--- config.mk ---
export PLATFORM = sky130hd
export DESIGN_NAME = mux_pipe_sel_flat
export DESIGN_NICKNAME = d
export VERILOG_FILES = /design/src/rtl/mux_pipe_sel_if.sv /design/src/rtl/mux_pipe_sel.sv /design/src/flat_wrapper.sv
export SDC_FILE = /design/constraint.sdc
export NUM_CORES = 1
export LEC_CHECK = 0
export ABC_AREA = 1
export CORE_MARGIN = 3
export CORE_UTILIZATION = 40
export DETAILED_ROUTE_END_ITERATION = 10
export GPL_ROUTABILITY_DRIVEN = 0
export GPL_TIMING_DRIVEN = 0
export PLACE_DENSITY_LB_ADDON = 0.25
export SYNTH_ARGS = -nofsm -noshare
export SYNTH_HDL_FRONTEND = slang
export SYNTH_SLANG_ARGS = --single-unit
--- constraint.sdc ---
create_clock -name clk -period 2.84 [get_ports clk]
set_clock_uncertainty 0.15 [all_clocks]
set_input_delay 0.426 -clock clk [delete_from_list [all_inputs] [get_ports clk]]
set_output_delay 0.426 -clock clk [all_outputs]
set_load 0.05 [all_outputs]
--- src/rtl/mux_pipe_sel_if.sv ---
// Bus bundle for mux_pipe_sel: input beat (select + data), output beat,
// flush/error-clear controls and status outputs.
interface mux_pipe_sel_if #(
    parameter int WIDTH     = 32,
    parameter int NUM_IN    = 4,
    parameter int SEL_W     = 3,
    parameter int ERR_CNT_W = 8
);
    logic [SEL_W-1:0]        sel;
    logic [NUM_IN*WIDTH-1:0] in_data;
    logic                    in_valid;
    logic                    in_ready;
    logic                    flush;
    logic [WIDTH-1:0]        out_data;
    logic                    out_valid;
    logic                    out_ready;
    logic                    err_clr;
    logic                    sel_err;
    logic [ERR_CNT_W-1:0]    err_cnt;
    logic [1:0]              occ;

    // Block side
    modport slave (
        input  sel, in_data, in_valid, flush, out_ready, err_clr,
        output in_ready, out_data, out_valid, sel_err, err_cnt, occ
    );

    // Driver / consumer side
    modport master (
        output sel, in_data, in_valid, flush, out_ready, err_clr,
        input  in_ready, out_data, out_valid, sel_err, err_cnt, occ
    );
endinterface

--- src/rtl/mux_pipe_sel.sv ---
// NUM_IN-way WIDTH-bit select mux feeding a 2-entry registered output stage
// (head + skid) with valid/ready handshake. Out-of-range selects are consumed,
// never buffered, and recorded in a sticky flag plus a saturating counter.
module mux_pipe_sel #(
    parameter int WIDTH     = 32,
    parameter int NUM_IN    = 4,
    parameter int SEL_W     = 3,
    parameter int ERR_CNT_W = 8
) (
    input  logic           clk,
    input  logic           rst_n,
    mux_pipe_sel_if.slave  bus
);

    if (NUM_IN < 2 || NUM_IN > (2 ** SEL_W)) begin : g_param_check
        $error("mux_pipe_sel: NUM_IN must lie in 2..2**SEL_W");
    end

    // Occupancy states; the encoding doubles as the occ output.
    typedef enum logic [1:0] {
        EMPTY = 2'd0,
        ONE   = 2'd1,
        FULL  = 2'd2
    } state_e;

    // Select limit widened by one bit so the compare sees every sel bit.
    localparam logic [SEL_W:0] NUM_IN_EXT = (SEL_W + 1)'(NUM_IN);

    state_e                 state_q, state_d;
    logic [WIDTH-1:0]       head_q, head_d;
    logic [WIDTH-1:0]       skid_q, skid_d;
    logic                   sel_err_q, sel_err_d;
    logic [ERR_CNT_W-1:0]   err_cnt_q, err_cnt_d;

    logic [WIDTH-1:0]       mux_data;
    logic                   sel_bad;
    logic                   in_ready;
    logic                   out_valid;
    logic                   accept;
    logic                   pop;
    logic                   good_acc;
    logic                   bad_acc;

    // Saturating increment for the bad-select counter.
    function automatic logic [ERR_CNT_W-1:0] sat_inc(input logic [ERR_CNT_W-1:0] v);
        return (&v) ? v : v + 1'b1;
    endfunction

    // Handshake qualifiers derive from registered state only, so there is
    // no combinational path from out_ready to in_ready.
    assign in_ready  = (state_q != FULL);
    assign out_valid = (state_q != EMPTY);
    assign sel_bad   = ({1'b0, bus.sel} >= NUM_IN_EXT);
    assign accept    = bus.in_valid & in_ready;
    assign pop       = out_valid & bus.out_ready;
    assign good_acc  = accept & ~sel_bad;
    assign bad_acc   = accept & sel_bad;

    // Full-width select decode; an out-of-range select yields zero, never X/Z.
    always_comb begin
        mux_data = '0;
        for (int k = 0; k < NUM_IN; k++) begin
            if (bus.sel == SEL_W'(k)) begin
                mux_data = bus.in_data[k*WIDTH +: WIDTH];
            end
        end
    end

    // Occupancy FSM next state and entry updates; flush discards everything,
    // including a beat accepted in the same cycle.
    always_comb begin
        state_d = state_q;
        head_d  = head_q;
        skid_d  = skid_q;
        if (bus.flush) begin
            state_d = EMPTY;
        end else begin
            unique case (state_q)
                EMPTY: begin
                    if (good_acc) begin
                        state_d = ONE;
                        head_d  = mux_data;
                    end
                end
                ONE: begin
                    if (good_acc && !pop) begin
                        state_d = FULL;
                        skid_d  = mux_data;
                    end else if (good_acc && pop) begin
                        head_d  = mux_data;
                    end else if (pop) begin
                        state_d = EMPTY;
                    end
                end
                FULL: begin
                    if (pop) begin
                        state_d = ONE;
                        head_d  = skid_q;
                    end
                end
                default: state_d = EMPTY;
            endcase
        end
    end

    // Error tracking: a bad-select accept wins over a coincident clear,
    // and flush has no influence here.
    always_comb begin
        sel_err_d = sel_err_q;
        err_cnt_d = err_cnt_q;
        if (bad_acc) begin
            sel_err_d = 1'b1;
            err_cnt_d = bus.err_clr ? ERR_CNT_W'(1) : sat_inc(err_cnt_q);
        end else if (bus.err_clr) begin
            sel_err_d = 1'b0;
            err_cnt_d = '0;
        end
    end

    // State, head entry and error registers; head is reset so out_data reads 0.
    always_ff @(posedge clk) begin
        if (!rst_n) begin
            state_q   <= EMPTY;
            head_q    <= '0;
            sel_err_q <= 1'b0;
            err_cnt_q <= '0;
        end else begin
            state_q   <= state_d;
            head_q    <= head_d;
            sel_err_q <= sel_err_d;
            err_cnt_q <= err_cnt_d;
        end
    end

    // Skid entry is pure data and only meaningful while FULL.
    always_ff @(posedge clk) begin
        skid_q <= skid_d;
    end

    assign bus.in_ready  = in_ready;
    assign bus.out_valid = out_valid;
    assign bus.out_data  = head_q;
    assign bus.sel_err   = sel_err_q;
    assign bus.err_cnt   = err_cnt_q;
    assign bus.occ       = state_q;

endmodule

--- src/flat_wrapper.sv ---
// flat-port wrapper written by rule: the top's interface ports become plain ports
module mux_pipe_sel_flat 
#(
    parameter int WIDTH     = 32,
    parameter int NUM_IN    = 4,
    parameter int SEL_W     = 3,
    parameter int ERR_CNT_W = 8
)
  (clk, rst_n, bus_sel, bus_in_data, bus_in_valid, bus_flush, bus_out_ready, bus_err_clr, bus_in_ready, bus_out_data, bus_out_valid, bus_sel_err, bus_err_cnt, bus_occ);
  mux_pipe_sel_if #(.WIDTH(WIDTH), .NUM_IN(NUM_IN), .SEL_W(SEL_W), .ERR_CNT_W(ERR_CNT_W)) bus_i ();
  input  logic clk;
  input  logic rst_n;
  input wire logic [$bits(bus_i.sel)-1:0] bus_sel;
  input wire logic [$bits(bus_i.in_data)-1:0] bus_in_data;
  input wire logic [$bits(bus_i.in_valid)-1:0] bus_in_valid;
  input wire logic [$bits(bus_i.flush)-1:0] bus_flush;
  input wire logic [$bits(bus_i.out_ready)-1:0] bus_out_ready;
  input wire logic [$bits(bus_i.err_clr)-1:0] bus_err_clr;
  output wire logic [$bits(bus_i.in_ready)-1:0] bus_in_ready;
  output wire logic [$bits(bus_i.out_data)-1:0] bus_out_data;
  output wire logic [$bits(bus_i.out_valid)-1:0] bus_out_valid;
  output wire logic [$bits(bus_i.sel_err)-1:0] bus_sel_err;
  output wire logic [$bits(bus_i.err_cnt)-1:0] bus_err_cnt;
  output wire logic [$bits(bus_i.occ)-1:0] bus_occ;
  assign bus_i.sel = bus_sel;
  assign bus_i.in_data = bus_in_data;
  assign bus_i.in_valid = bus_in_valid;
  assign bus_i.flush = bus_flush;
  assign bus_i.out_ready = bus_out_ready;
  assign bus_i.err_clr = bus_err_clr;
  assign bus_in_ready = bus_i.in_ready;
  assign bus_out_data = bus_i.out_data;
  assign bus_out_valid = bus_i.out_valid;
  assign bus_sel_err = bus_i.sel_err;
  assign bus_err_cnt = bus_i.err_cnt;
  assign bus_occ = bus_i.occ;
  mux_pipe_sel #(.WIDTH(WIDTH), .NUM_IN(NUM_IN), .SEL_W(SEL_W), .ERR_CNT_W(ERR_CNT_W)) u_core (.clk(clk), .rst_n(rst_n), .bus(bus_i));
endmodule
Word-level counts from Yosys, hierarchy flattened
Cells that the tools add are included.

Logic and storage cells: 62. Output and inout port bits: 45. Bits in registers: 75.

Eq/ne operators: 13. Multiplexer cells: 21. Reductions and logical operators: 14. Order comparisons: 1. Add/subtract/negate cells: 1. Bitwise gates (word level): 7.

Operators with widths (number): $mux W32 (8); $pmux W32 S3 (1); $mux W8 (4); $mux W2 (5); $add A8 B1 Y8 const B (1); $reduce_and A8 Y1 (1); $eq A3 B2 Y1 const B (2); $ne A2 B1 Y1 const B (3); $ne A2 B2 Y1 const B (3); $pmux W2 S3 (1); $reduce_and A6 Y1 (1); $and A1 B1 Y1 (4); $reduce_and A4 Y1 (1); $reduce_bool A2 Y1 (2); $eq A3 B1 Y1 const B (1); $ge A3 B3 Y1 const B (1); $logic_not A3 Y1 (1); $ne A3 B1 Y1 const B (1); $ne A3 B2 Y1 const B (1); $not A1 Y1 (3); $reduce_and A3 Y1 (1); $reduce_bool A3 Y1 (1); $eq A2 B1 Y1 const B (1); $eq A2 B2 Y1 const B (1); 6 further kinds (8).

Depth between registers and ports, before layout
Word-level depth: 8. Depth in mapped cells: 11. Gate-level depth less buffers: 11.

Worst setup path after synthesis
Ideal clock, no wire load.

Path type: register -> register. From: reg u_core.state_q[0] (netlist: u_core.bus.occ[0]). To: reg u_core.skid_q[0] (enable). Setup time: 0.421 ns. Cell stages (with the launch flop): 7. Arrival time: 2.625 ns. Clock period less this slack: 3.196 ns. Setup slack: -0.356 ns. Cells stage by stage: dfxtp_1 inv_2 nand2_4 nand3_2 inv_1 nand3_1 nor2_1.

Cells in the longest elaborated chain, start to end: 5.

RTL lines: start: declaration (line mux_pipe_sel.sv:29) `state_e state_q, state_d;`; start signal: assignment (line mux_pipe_sel.sv:128) `state_q <= state_d;`; $ne A2 B2 Y1 (line mux_pipe_sel.sv:51) `assign in_ready = (state_q != FULL);`; net bus_in_ready (line flat_wrapper.sv:19) `output wire logic [$bits(bus_i.in_ready)-1:0] bus_in_ready;`; $and A1 B1 Y1 (line mux_pipe_sel.sv:54) `assign accept = bus.in_valid & in_ready;`; $and A1 B1 Y1 (line mux_pipe_sel.sv:56) `assign good_acc = accept & ~sel_bad;`; $logic_and A1 B1 Y1 (line mux_pipe_sel.sv:86) `if (good_acc && !pop) begin`; $reduce_and A3 Y1 (no source line); end signal: assignment (line mux_pipe_sel.sv:137) `skid_q <= skid_d;`; end: declaration (line mux_pipe_sel.sv:31) `logic [WIDTH-1:0] skid_q, skid_d;`.

The timed path passes the listed nets, and every way through them passes these cells. A chain may end at the register's enable or synchronous reset.

Worst setup path in the final report
From: in bus_sel[2]. To: reg u_core.skid_q[22] (enable).

Cells in the longest elaborated chain, start to end: 5.

RTL lines: start: declaration (line flat_wrapper.sv:13) `input wire logic [$bits(bus_i.sel)-1:0] bus_sel;`; $ge A3 B3 Y1 (line mux_pipe_sel.sv:53) `assign sel_bad = ({1'b0, bus.sel} >= NUM_IN_EXT);`; $not A1 Y1 (line mux_pipe_sel.sv:56); $and A1 B1 Y1 (line mux_pipe_sel.sv:56); $logic_and A1 B1 Y1 (line mux_pipe_sel.sv:86); $reduce_and A3 Y1 (no source line).

Every way passes these cells.

==> out/qor.csv <==
metric;value;unit
start_util;41.3;%
fmax;0.394;GHz
p_int;2160;uW
die_w;112;um
pwr-share-clk;37.2;%
path_buf_inv;3;
dpl_cell_area;6500;um2
crit_end;u_core.skid_q[22];
critPathMaxFanout;32;
fin_total_pwr;2990;uW
power_frac_seq;39.5;%
synthesis.nets;861;
ir_drop;0.286;mV
clk_path_buf_depth;2;
start_kind;input port;
leakage;0.00324;uW
clkSinkCount;75;
p_sw_share;27.8;%
overflow;0;
slew_headroom;37.5;%
nets;1052;
finalSetupViolations;0;
clkLatencyLatePin;0.33;ns
r2r_start;u_core.bus.occ[0];
r2r_cells;6;
drc_errors;0;
drt_iter0_drc;243;
max_cap_viol_count;0;
layout.cells.non_filler;1059;
end_kind;register;
groute.usage.overall;21.4;%
tightest_slew;0.935;ns
areaGrowthSynthToFinish;50.3;%
holdBufCountCts;0;
cts.htree.levels;3;
worstSetupPathType;in -> reg;
yosysSeqAreaShare;40.4;%
syn_inst;723;
diodes;0;
avgViaCountPerCell;4.55;
powerDensity;440;nW/um2
post_cts_buffers;0;
combinationalPowerShare;23.3;%
ys_ff_latch;75;
switchingPower;830;uW
antenna_found_initial;0;
rsz0062_at_grt;no;
cpPeakStageDelay;0.74;ns
cp-startpoint;bus_sel[2];
drv_slew;0;
post-dp-hpwl;10700;um
worstPathRequired;2.64;ns
grt_pass1_vias;4534;
status;finished clean;
antenna_left;0;
drive_gt1_share;5.22;%
post-route-util;62.0;%
core-area;10900;um2
io_pins;182;
grt_max_degree;33;
yosysWarnings;0;
cp.arrival;2.33;ns
grt_pass1_wl;21500;um
die_area;12600;um2
cts_buffers;9;
worstHoldPathType;reg -> reg;
drt_wl_total;13600;um
rrSetupSlack;0.66;ns
synth_cell_types;27;
cp_slowest_cell;nor2_4;
ctsResizeCount;0;
syn-cell-area;4510;um2
num_rows;38;
wl_per_cell;12.9;um
cp_top_family;simple AND/OR/NAND/NOR gates;
path_clk_slew;0.05;ns
dp.cells;1043;
vias;4819;
synth.avg_cell_area;6.24;um2
design_area;6790;um2
clockRootBuffer;clkbuf_16;
io_buffers;180;
die_h;112;um
cts_tree;done;
cp.depth;6;
drt-pass1-iter-count;5;
fin_crit;2.54;ns
path_cells;clkdlybuf4s50_1 > inv_2 > nand3_2 > inv_1 > nand3_1 > nor2_4;
hold_violations;0;
min_period_over_period;89.3;%
worst_r2r_endpoint;u_core.skid_q[22];
==> state kept, by name (all words and copies together), names as in the netlist <==
name                 cells
u_core.bus.sel_err       1
u_core.bus.err_cnt       8
u_core.skid_q           32
u_core.bus.occ           2
u_core.bus.out_data     32
==> synth_stat cells <==
master / n / area share, %
o21ai_0: 3 / 0.33
nand2_2: 1 / 0.14
nor2_2: 2 / 0.28
buf_1: 4 / 0.33
inv_4: 1 / 0.14
nand2_1: 229 / 19
nor3_2: 1 / 0.22
o21bai_1: 1 / 0.17
buf_4: 3 / 0.50
nand3_1: 95 / 11
inv_2: 4 / 0.33
nor3_4: 1 / 0.36
nor2_4: 2 / 0.50
clkbuf_1: 10 / 0.83
nor3_1: 1 / 0.11
o2111ai_1: 1 / 0.19
nand3_2: 1 / 0.22
inv_1: 99 / 8.2
dfxtp_1: 43 / 19
ha_1: 1 / 0.28
nand2_4: 1 / 0.25
buf_6: 1 / 0.25
edfxtp_1: 32 / 21
nand4_1: 5 / 0.69
buf_2: 15 / 1.7
nor2_1: 157 / 13
a21oi_1: 9 / 1.0
==> worst min-delay path by stage <==
stage,end,slack [ns],cells after the start,from
3_5_place_dp,u_core.bus.sel_err,0.30,2,u_core.bus.sel_err
4_1_cts,u_core.bus.sel_err,0.32,2,u_core.bus.sel_err
5_1_grt,u_core.bus.sel_err,0.35,2,u_core.bus.sel_err
6_report,u_core.bus.sel_err,0.31,2,u_core.bus.sel_err
2_1_floorplan,u_core.bus.out_data[0],0.39,4,u_core.skid_q[0]
3_3_place_gp,u_core.bus.sel_err,0.32,2,u_core.bus.sel_err
==> cells by family after synthesis <==
logic type,count (synthesis),synth area share (%)
buffers and inverters,137,12.3
adders and majority gates,1,0.277
and+or+nand+nor,496,45.4
AOI/OAI and AO/OA,14,1.69
DFF,75,40.4
==> cells in the final DEF (no fill, tap or decap), types with 2 or more instances in the layout <==
cell / n
dfxtp_1: 43
edfxtp_1: 32
clkdlybuf4s50_1: 180
buf_1: 4
inv_1: 99
clkbuf_1: 12
nand2_1: 229
inv_2: 4
clkbuf_16: 9
o21ai_0: 3
nor2_1: 156
clkinv_2: 2
a21oi_1: 9
inv_4: 2
buf_4: 3
nand4_1: 5
nor2_2: 2
nor2_4: 3
buf_2: 15
nand3_1: 95
==> per-stage QoR <==
step	hold WS, ns	setup slack, ns	TNS [ns]
finish	0.310	0.304	0
CTS	0.316	0.317	0
global placement	0.320	-0.497	-15.86
global route	0.347	0.128	0
detailed placement	0.304	-0.0306	-0.940
floorplan	0.388	0.164	0
==> cell type report <==
cell class,count,area [um2]
sequential,75,1820
buffer,33,161
clock inverter,5,53.8
clock buffer,11,233
fill,1072,4150
multi-input combinational,511,2150
inverter,104,393
tap,140,175
timing repair buffer,180,1800
==> power groups by stage <==
stage | registers [uW] | clock network (uW) | logic (uW)
6_report | 1180 | 1110 | 695
5_1_grt | 1190 | 1180 | 764
4_1_cts | 1180 | 1130 | 700
3_5_place_dp | 1200 | 0 | 697
3_3_place_gp | 1200 | 0 | 691
2_1_floorplan | 1320 | 0 | 245
==> worst reg2reg max path: stages, from the launching register on <==
cell     delay (ns)
dfxtp_1        0.40
inv_2          0.08
nand2_4        0.10
nand3_2        0.10
inv_1          0.08
nand3_1        0.14
nor2_4         0.74
==> metal layers <==
layer / GRT usage (%) / up-vias / routed length, um
met5: 0 / - / 0
met4: 7.77 / 0 / 309
met3: 4.26 / 20 / 868
met2: 36.9 / 148 / 6450
met1: 26.6 / 2064 / 5980
li1: - / 2587 / -
No activity file was read; power rests on OpenSTA's default activity.
